$ cat src/rtl/wm8731_i2c_responder.sv
// rtl/wm8731_i2c_responder.sv - write-only I2C responder emulating the WM8731 control port
// Optional: define WM_RESET_REG_EN to make a write to register 0x0F reload all registers to defaults.
module wm8731_i2c_responder #(
  parameter logic [6:0] DEV_ADDR    = 7'h1A,
  parameter int         SYNC_STAGES = 2
) (
  input  logic       clk,
  input  logic       rst,
  input  logic       scl_i,
  input  logic       sda_i,
  output logic       sda_oe,
  output logic       reg_wr,
  output logic [6:0] reg_addr,
  output logic [8:0] reg_data,
  input  logic [3:0] rd_addr,
  output logic [8:0] rd_data,
  output logic       busy
);

  typedef enum logic [2:0] {
    S_IDLE,
    S_ADDR,
    S_ADDR_ACK,
    S_BYTE0,
    S_ACK0,
    S_BYTE1,
    S_ACK1,
    S_WAIT_STOP
  } state_t;

  state_t state, state_n;

  logic [SYNC_STAGES-1:0] scl_sync, sda_sync;
  logic scl_s, sda_s, scl_d, sda_d;
  logic scl_rise, scl_fall, start_det, stop_det;

  logic [2:0] bit_cnt, cnt_n;
  logic [7:0] shift_q, shift_n, shifted;
  logic [7:0] byte0_q, byte0_n;
  logic       oe_n;
  logic       commit;
  logic [6:0] wr_addr;
  logic [8:0] wr_data;

  logic [8:0] regs [10];

  function automatic logic [8:0] reg_default(input logic [3:0] idx);
    case (idx)
      4'd0, 4'd1: reg_default = 9'h097;
      4'd2, 4'd3: reg_default = 9'h079;
      4'd4:       reg_default = 9'h00A;
      4'd5:       reg_default = 9'h008;
      4'd6:       reg_default = 9'h09F;
      4'd7:       reg_default = 9'h00A;
      default:    reg_default = 9'h000;
    endcase
  endfunction

  // Synchronizers reset to the idle-bus level so no spurious edge appears after reset.
  always_ff @(posedge clk) begin
    if (rst) begin
      scl_sync <= '1;
      sda_sync <= '1;
      scl_d    <= 1'b1;
      sda_d    <= 1'b1;
    end else begin
      scl_sync <= {scl_sync[SYNC_STAGES-2:0], scl_i};
      sda_sync <= {sda_sync[SYNC_STAGES-2:0], sda_i};
      scl_d    <= scl_s;
      sda_d    <= sda_s;
    end
  end

  assign scl_s     = scl_sync[SYNC_STAGES-1];
  assign sda_s     = sda_sync[SYNC_STAGES-1];
  assign scl_rise  = scl_s & ~scl_d;
  assign scl_fall  = ~scl_s & scl_d;
  assign start_det = scl_s & scl_d & sda_d & ~sda_s;
  assign stop_det  = scl_s & scl_d & ~sda_d & sda_s;

  assign wr_addr = byte0_q[7:1];
  assign wr_data = {byte0_q[0], shift_q};

  always_ff @(posedge clk) begin
    if (rst) begin
      state   <= S_IDLE;
      sda_oe  <= 1'b0;
      bit_cnt <= 3'd0;
      shift_q <= 8'd0;
      byte0_q <= 8'd0;
    end else begin
      state   <= state_n;
      sda_oe  <= oe_n;
      bit_cnt <= cnt_n;
      shift_q <= shift_n;
      byte0_q <= byte0_n;
    end
  end

  always_comb begin
    state_n = state;
    oe_n    = sda_oe;
    cnt_n   = bit_cnt;
    shift_n = shift_q;
    byte0_n = byte0_q;
    commit  = 1'b0;
    shifted = {shift_q[6:0], sda_s};
    if (start_det) begin
      state_n = S_ADDR;
      oe_n    = 1'b0;
      cnt_n   = 3'd0;
    end else if (stop_det) begin
      state_n = S_IDLE;
      oe_n    = 1'b0;
      cnt_n   = 3'd0;
    end else begin
      case (state)
        S_ADDR, S_BYTE0, S_BYTE1: begin
          if (scl_rise) begin
            shift_n = shifted;
            cnt_n   = bit_cnt + 3'd1;
            if (bit_cnt == 3'd7) begin
              case (state)
                S_ADDR:  state_n = (shifted == {DEV_ADDR, 1'b0}) ? S_ADDR_ACK : S_WAIT_STOP;
                S_BYTE0: begin
                  state_n = S_ACK0;
                  byte0_n = shifted;
                end
                default: state_n = S_ACK1;
              endcase
            end
          end
        end
        // First SCL fall after bit 8 grabs SDA; the next fall releases it and advances.
        S_ADDR_ACK, S_ACK0, S_ACK1: begin
          if (scl_fall) begin
            if (!sda_oe) begin
              oe_n = 1'b1;
            end else begin
              oe_n = 1'b0;
              case (state)
                S_ADDR_ACK: state_n = S_BYTE0;
                S_ACK0:     state_n = S_BYTE1;
                default: begin
                  state_n = S_WAIT_STOP;
                  commit  = 1'b1;
                end
              endcase
            end
          end
        end
        default: oe_n = 1'b0;
      endcase
    end
  end

  always_ff @(posedge clk) begin
    if (rst) begin
      reg_wr   <= 1'b0;
      reg_addr <= 7'd0;
      reg_data <= 9'd0;
      for (int i = 0; i < 10; i++) regs[i] <= reg_default(4'(i));
    end else begin
      reg_wr <= commit;
      if (commit) begin
        reg_addr <= wr_addr;
        reg_data <= wr_data;
        if (wr_addr < 7'd10) begin
          regs[wr_addr[3:0]] <= wr_data;
        end
`ifdef WM_RESET_REG_EN
        else if (wr_addr == 7'h0F) begin
          for (int i = 0; i < 10; i++) regs[i] <= reg_default(4'(i));
        end
`endif
      end
    end
  end

  assign rd_data = (rd_addr < 4'd10) ? regs[rd_addr] : 9'd0;
  assign busy    = ((state != S_IDLE) || start_det) && !stop_det;

endmodule

$ cat config.mk
export PLATFORM = sky130hd
export DESIGN_NAME = wm8731_i2c_responder
export DESIGN_NICKNAME = d
export VERILOG_FILES = /design/src/rtl/wm8731_i2c_responder.sv
export SDC_FILE = /design/constraint.sdc
export NUM_CORES = 1
export LEC_CHECK = 0
export CORE_UTILIZATION = 30
export CTS_CLUSTER_SIZE = 14
export DETAILED_ROUTE_END_ITERATION = 10
export GPL_TIMING_DRIVEN = 0
export MAX_ROUTING_LAYER = met4
export PLACE_DENSITY = 0.45
export SYNTH_ARGS = -nofsm -noshare
export SYNTH_HDL_FRONTEND = slang
export SYNTH_SLANG_ARGS = --single-unit
$ cat constraint.sdc
create_clock -name clk -period 3.9 [get_ports clk]
set_input_delay 0.78 -clock clk [delete_from_list [all_inputs] [get_ports clk]]
set_output_delay 0.78 -clock clk [all_outputs]
set_load 0.02 [all_outputs]
==> summary.txt <==
Timing
  • Slew Limit Headroom: 40.7%
  • Max Freq: 0.265 GHz
  • RSZ-0062 raised after global routing: no
  • Worst-Margin Slew: 0.890 ns
  • WHS: 0.409 ns
  • Post-Route Skew: 0.00961 ns
  • Period utilization: 96.7%
  • Final setup violation count: 0
  • Slew Limit Fails: 0
  • Crit path time final: 3.77 ns
  • Final TNS setup: 0 ns
  • Final hold vios: 0

Global route
  • Vias in the first global route: 4069
  • Largest net degree at the start of global routing: 17
  • Antenna violations before repair: 0
  • First-pass GRT wire length: 24700 µm
  • Grt total ovfl: 0
  • Gr usage total: 17.5%

Die
  • Site row count: 51
  • Die W: 143 µm
  • Die Ht: 143 µm
  • Starting utilization of the core area: 30.6%
  • Die area: 0.0205 mm²
  • IO Pins: 36
  • Core area: 0.0195 mm²

Power and ir drop
  • Leakage: 0.00228 µW
  • PwrDens: 452 mW/mm²
  • Peak supply drop: 285 µV
  • Overall power: 3280 µW

Critical path
  • Crit path max-delay family: buffers and inverters
  • Critical Path AT: 2.99 ns
  • Flop-to-flop setup slack: 1.50 ns
  • Crit path largest cell delay: 0.57 ns
  • Crit Path Category: primary input to output port
  • Worst Path Buf+Inv: 3
  • CP max-delay cell: mux4_2
  • Most frequent CP cell: buf_2
  • CP Launch Type: primary input
  • Crit Path Max Fanout: 10
  • CP endpoint kind: output port
  • CP Cell Sequence: buf_2 -> buf_2 -> mux4_2 -> a22oi_1 -> o21ai_0 -> clkdlybuf4s50_1
  • Critical Path RT: 3.12 ns

Synthesis
  • Post-Syn Area per Cell: 12.3 µm²
  • Seq/Total Area, Yosys: 60.6%
  • Most frequent cells after synthesis: 90 x edfxtp_1, 67 x nor2_1, 46 x dfxtp_1
  • Yosys top cell by area: edfxtp_1
  • Cell variety after synth: 48
  • Synth Register Bits: 136
  • Post-synth EDFFs: 90
  • Most frequent cell after synthesis: edfxtp_1
  • Post-synth top area share: 45.2%
  • Yosys Warn Count: 0
  • Synthesized net count: 498
  • Post-synth ARST share: 0%
  • Post-Syn Area: 0.00598 mm²
  • Cells after Synth: 488
  • Top FF cell, synth: edfxtp_1
  • Top cells by area, synth: edfxtp_1 45%, dfxtp_1 15%, mux2i_1 7.2%

CTS
  • CTS Sinks: 136
  • Cts hold-fix bufs: 0
  • Clock-pin transition on the worst setup and hold timing paths: 0.06 ns
  • Clock root cell: clkbuf_16
  • Worst-Skew Late Latency: 0.42 ns
  • CTS tree: built
  • Clock Path Buffers: 2
  • Setup Fix Bufs, Post-CTS: 0
  • CTS buffer count: 17
  • # H-tree levels: 4

Placed design
  • Placer congestion estimate: 0.824
  • IO buf count: 33
  • DP Wirelength: 11300 µm

Run status
  • Outcome: finished clean

Route
  • Vias: 4041
  • DRT Wirelength: 16100 µm
  • Average wire per standard cell: 19.5 µm
  • Vias per inst: 4.90
  • DRC violations left: 0
  • ANT nets after route: 0
  • Initial DRC Count: 247
  • First-pass DRT Iterations: 5

Layout
  • Antenna diode count: 0
  • # fillers: 1952
  • Layout cells sized above 1: 14.8%
  • Synth-to-layout area growth: 21.3%
  • Final net count: 557

Job
  • Max cap viols: 0

Hold path
  • Hold Path Class: flop to flop
layer usage:
layer / up-vias / share of wire (%) / global-route usage (%)
li1: 1899 / - / -
met3: 22 / 4.2 / 3.05
met2: 104 / 50 / 28.4
met1: 2016 / 44 / 22.0
met4: 0 / 1.8 / 6.33
met5: - / 0 / -
cells by family after synthesis:
family | after synthesis | share of synthesized area, %
AOI/OAI and AO/OA | 36 | 3.60
xor gates and xnor gates | 2 | 0.293
adders and majority gates | 2 | 0.418
buffers and inverters | 41 | 2.78
DFF | 136 | 60.6
muxes | 61 | 14.0
and+or+nand+nor | 210 | 18.4
power breakdown:
group | switching (µW) | leakage (µW) | internal (µW)
clock network | 589 | 0.000273 | 929
logic | 99.3 | 0.000815 | 73.9
registers | 13.0 | 0.00120 | 1570
path summary, 6_finish.rpt:
kind                           startpoint                  endpoint  cells after the start
setup / recovery               rd_addr[0]                rd_data[7]                      6
setup reg to reg  byte0_q[2]$_SDFFE_PP0P_  regs[3][0]$_SDFFCE_PN1P_                      6
hold / removal     sda_sync[0]$_SDFF_PP1_    sda_sync[1]$_SDFF_PP1_                      1
hold reg to reg    sda_sync[0]$_SDFF_PP1_    sda_sync[1]$_SDFF_PP1_                      1
placed cells by master, fill, tap and decap left out, types with 3 or more instances in the layout:
master,n
nand2_1,31
nand2b_1,15
nor2b_1,5
nor2_1,66
nand4_1,4
and2_1,8
nor3_1,32
clkinv_2,6
clkbuf_16,17
buf_2,6
edfxtp_1,90
o21ai_0,11
a21oi_1,3
clkbuf_2,3
or2_2,10
mux4_2,18
a22oi_1,9
buf_4,8
and3_1,7
or3_1,3
inv_1,5
clkinv_1,3
clkdlybuf4s50_1,33
mux2i_1,43
clkbuf_1,28
nand3_1,4
o21ai_1,8
dfxtp_1,46
per-stage QoR:
step                instance area [µm²]  utilization, %  setup WS (ns)  cells
finish                             7260            37.2          0.129    825
global route                       7260            37.2         0.0278    825
CTS                                7250            37.1        0.00730    825
detailed placement                 6700            34.3         -0.183    793
global placement                   6650            34.0         -0.228    786
floorplan                          5980               -          0.834    488
repair_timing:
action / in CTS / in global routing
cloned: 0 / 0
endpoints found under the setup margin: 9 / 9
resized for setup: 3 / 3
sequential cells by signal, indices dropped and copies added, names as in the netlist:
register,cells
regs,90
reg_data,9
byte0_q,8
shift_q,8
reg_addr,7
bit_cnt,3
state,3
scl_sync,2
sda_sync,2
reg_wr,1
scl_d,1
sda_d,1
sda_oe,1
final cells by class:
| cell class | count | area [µm²] | area share (%) |
|---|---|---|---|
| Sequential cell | 136 | 3620 | 49.9 |
| Multi-Input combinational cell | 311 | 2200 | 30.3 |
| Clock buffer | 21 | 440 | 6.07 |
| Timing Repair Buffer | 40 | 387 | 5.33 |
| Tap cell | 265 | 332 | 4.57 |
| Buffer | 35 | 150 | 2.07 |
| Clock inverter | 11 | 106 | 1.47 |
| Inverter | 6 | 22.5 | 0.310 |
Note: power is estimated with default switching activity, not from simulation.
==> patch (same settings) <==
The 8 states of `state_t` get a one-hot encoding in 8 bits.
--- a/src/rtl/wm8731_i2c_responder.sv
+++ b/src/rtl/wm8731_i2c_responder.sv
@@ -18,13 +18,13 @@
 );
 
-  typedef enum logic [2:0] {
-    S_IDLE,
-    S_ADDR,
-    S_ADDR_ACK,
-    S_BYTE0,
-    S_ACK0,
-    S_BYTE1,
-    S_ACK1,
-    S_WAIT_STOP
+  typedef enum logic [7:0] {
+    S_IDLE      = 8'b00000001,
+    S_ADDR      = 8'b00000010,
+    S_ADDR_ACK  = 8'b00000100,
+    S_BYTE0     = 8'b00001000,
+    S_ACK0      = 8'b00010000,
+    S_BYTE1     = 8'b00100000,
+    S_ACK1      = 8'b01000000,
+    S_WAIT_STOP = 8'b10000000
   } state_t;
 
Behaviour: no difference found for any inputs over 10 cycles, from zero or initial values and one cycle with rst high; not proved beyond that.
==> patch against the original RTL <==
Register-to-register slack got worse by 410 ps. Clock skew decreased by 0.61 ps. Cell area increased by 4.0%. Synthesized area increased by 5.2%. Routed wire length decreased by 4.2%. Sequential cell count increased by 5. Total power increased by 4.7%. Worst setup slack improved by 40 ps.
==> patch: results (changes against the original RTL) <==
- The number of gates given a new drive strength after cts was 2 (was 3).
- The layout cell share with drive strength beyond 1 is 16.9% (was 14.8%).
- The starting DRC count in detailed routing is 225 (was 247).
- The detail-routed via count per cell was 4.81 (was 4.90).
- The final net count is 578 (was 557).
- Largest registers: regs: 90 flops, reg_data: 9 flops (unchanged).
- Result of the run: finished, final reports clean (unchanged).
- The fraction of power spent switching nets is 20.7% (was 21.4%).
- The number of global-route vias before repair came to 4,159 (was 4,069).
- The number of cells traversed by the worst hold path is 1 (unchanged).
- The synthesized netlist net count is 528 (was 498).
- The via count is 4,095 (was 4,041).
- The part of the Yosys area used for sequential elements came to 59.2% (was 60.6%).
- Leading cell types by total area after synthesis: sky130_fd_sc_hd__edfxtp_1 43%, sky130_fd_sc_hd__dfxtp_1 16%, sky130_fd_sc_hd__mux2i_1 7.5% (was sky130_fd_sc_hd__edfxtp_1 45%, sky130_fd_sc_hd__dfxtp_1 15%, sky130_fd_sc_hd__mux2i_1 7.2%).
- The slowest cell on the critical path is sky130_fd_sc_hd__clkdlybuf4s50_1 (was sky130_fd_sc_hd__mux4_2).
- The critical register-to-register path startpoint is state[6] (was byte0_q[2]).
- The data arrival time at the worst-slack endpoint is 2950 ps (was 2990 ps).
- The endpoint of the lowest-slack register-to-register path was regs[3][8] (was regs[3][0]).
- The weighted congestion reported at the end of routability-driven placement came to 0.758 (was 0.824).
- The largest incremental delay on the critical path is 600 ps (was 570 ps).
- The placement-stage cell area is 6940 um2 (was 6700 um2).
- The quantity of I/O buffers inserted on ports is 31 (was 33).
- The total of fill cells in the finished design was 2,015 (was 1,952).
- The yosys synthesis warning count is 0 (unchanged).
- The post-route clock skew is 9.00 ps (was 9.61 ps).
- The highest ir drop seen on vdd is 0.270 mV (was 0.285 mV).
- The startpoint of the tightest hold check path is sda_sync[0] (unchanged).
- The setup slack of the most critical reg-to-reg path is 1090 ps (was 1500 ps).
- The area used by multi-input combinational logic is 2370 um2 (was 2200 um2).
- The power attributed to the clock group is 1.65 mW (was 1.52 mW).
- The global-route wire length before repair is 24,000 um (was 24,700 um).
- The combined global-route utilization of all metal layers is 15.6% (was 17.5%).
- The unique cell type count in the Yosys netlist is 57 (was 48).
- The placed cell count was 819 (was 793).
- The fraction of registers with async set or reset after synthesis is 0% (unchanged).
- The leakage power total is 2.75 nW (was 2.28 nW).
- The final routed wirelength across all metal layers is 15,400 um (was 16,100 um).
- The post-detailed-placement half-perimeter wirelength is 10,600 um (was 11,300 um).
- The register share of total power is 47.1% (was 48.4%).
- The per-instance average area after synthesis is 12.1 um2 (was 12.3 um2).
- Top post-synthesis cells by count: 106 x sky130_fd_sc_hd__nor2_1, 90 x sky130_fd_sc_hd__edfxtp_1, 51 x sky130_fd_sc_hd__dfxtp_1 (was 90 x sky130_fd_sc_hd__edfxtp_1, 67 x sky130_fd_sc_hd__nor2_1, 46 x sky130_fd_sc_hd__dfxtp_1).
- The worst-case headroom to the max-slew limit is 53.7% (was 40.7%).
patch: changes by cell type after synthesis, moves of 8 or more:
cell,before,now
sky130_fd_sc_hd__nand2_2,0,9
sky130_fd_sc_hd__nand3b_1,2,10
sky130_fd_sc_hd__clkbuf_1,26,15
sky130_fd_sc_hd__nor2_1,67,106
sky130_fd_sc_hd__a21oi_1,3,11
sky130_fd_sc_hd__a22oi_1,9,0
sky130_fd_sc_hd__nor3_1,32,3
patch: worst max path at each step:
stage | from | endpoint | slack (ps) | cells after the start
after CTS | rd_addr[3] | rd_data[5] | 100 | 7
after floorplan | rd_addr[0] | rd_data[6] | 900 | 5
after global routing | rd_addr[0] | rd_data[6] | 70 | 6
after global placement | rd_addr[1] | rd_data[5] | -390 | 6
after detailed placement | rd_addr[1] | rd_data[5] | -460 | 6
final | rd_addr[1] | rd_data[5] | 170 | 6
patch: layer usage:
layer  GRT usage (%)  vias to the layer above  share of wire (%)
li1                -                     1960                  -
met1            19.3                     2042                 46
met2            25.4                       77                 50
met3            3.60                       16                3.4
met4            4.53                        0               0.90
met5               -                        -                  0
patch: cell families after synthesis:
family | synth area share (%)
buf+inv | 3.20
compound gates | 3.48
simple gates | 18.8
flops | 59.2
xor+xnor | 0.696
fa+ha+maj | 0.398
mux | 14.3
patch: final cells by class:
type	count	area share, %
flip-flops and latches	141	49.3
multi-input cells	335	31.4
clock buffers	26	6.88
well taps	270	4.48
repair buffers	31	4.11
plain buffers	30	2.14
clock inverters	6	1.08
inverters	12	0.613
patch: metrics by stage:
stage	setup slack (ps)	hold WS, ps	power [mW]
after CTS	101	415	3.47
final	169	411	3.43
after global placement	-389	403	1.82
after floorplan	903	389	1.75
after global routing	71.3	422	3.54
after detailed placement	-458	397	1.82
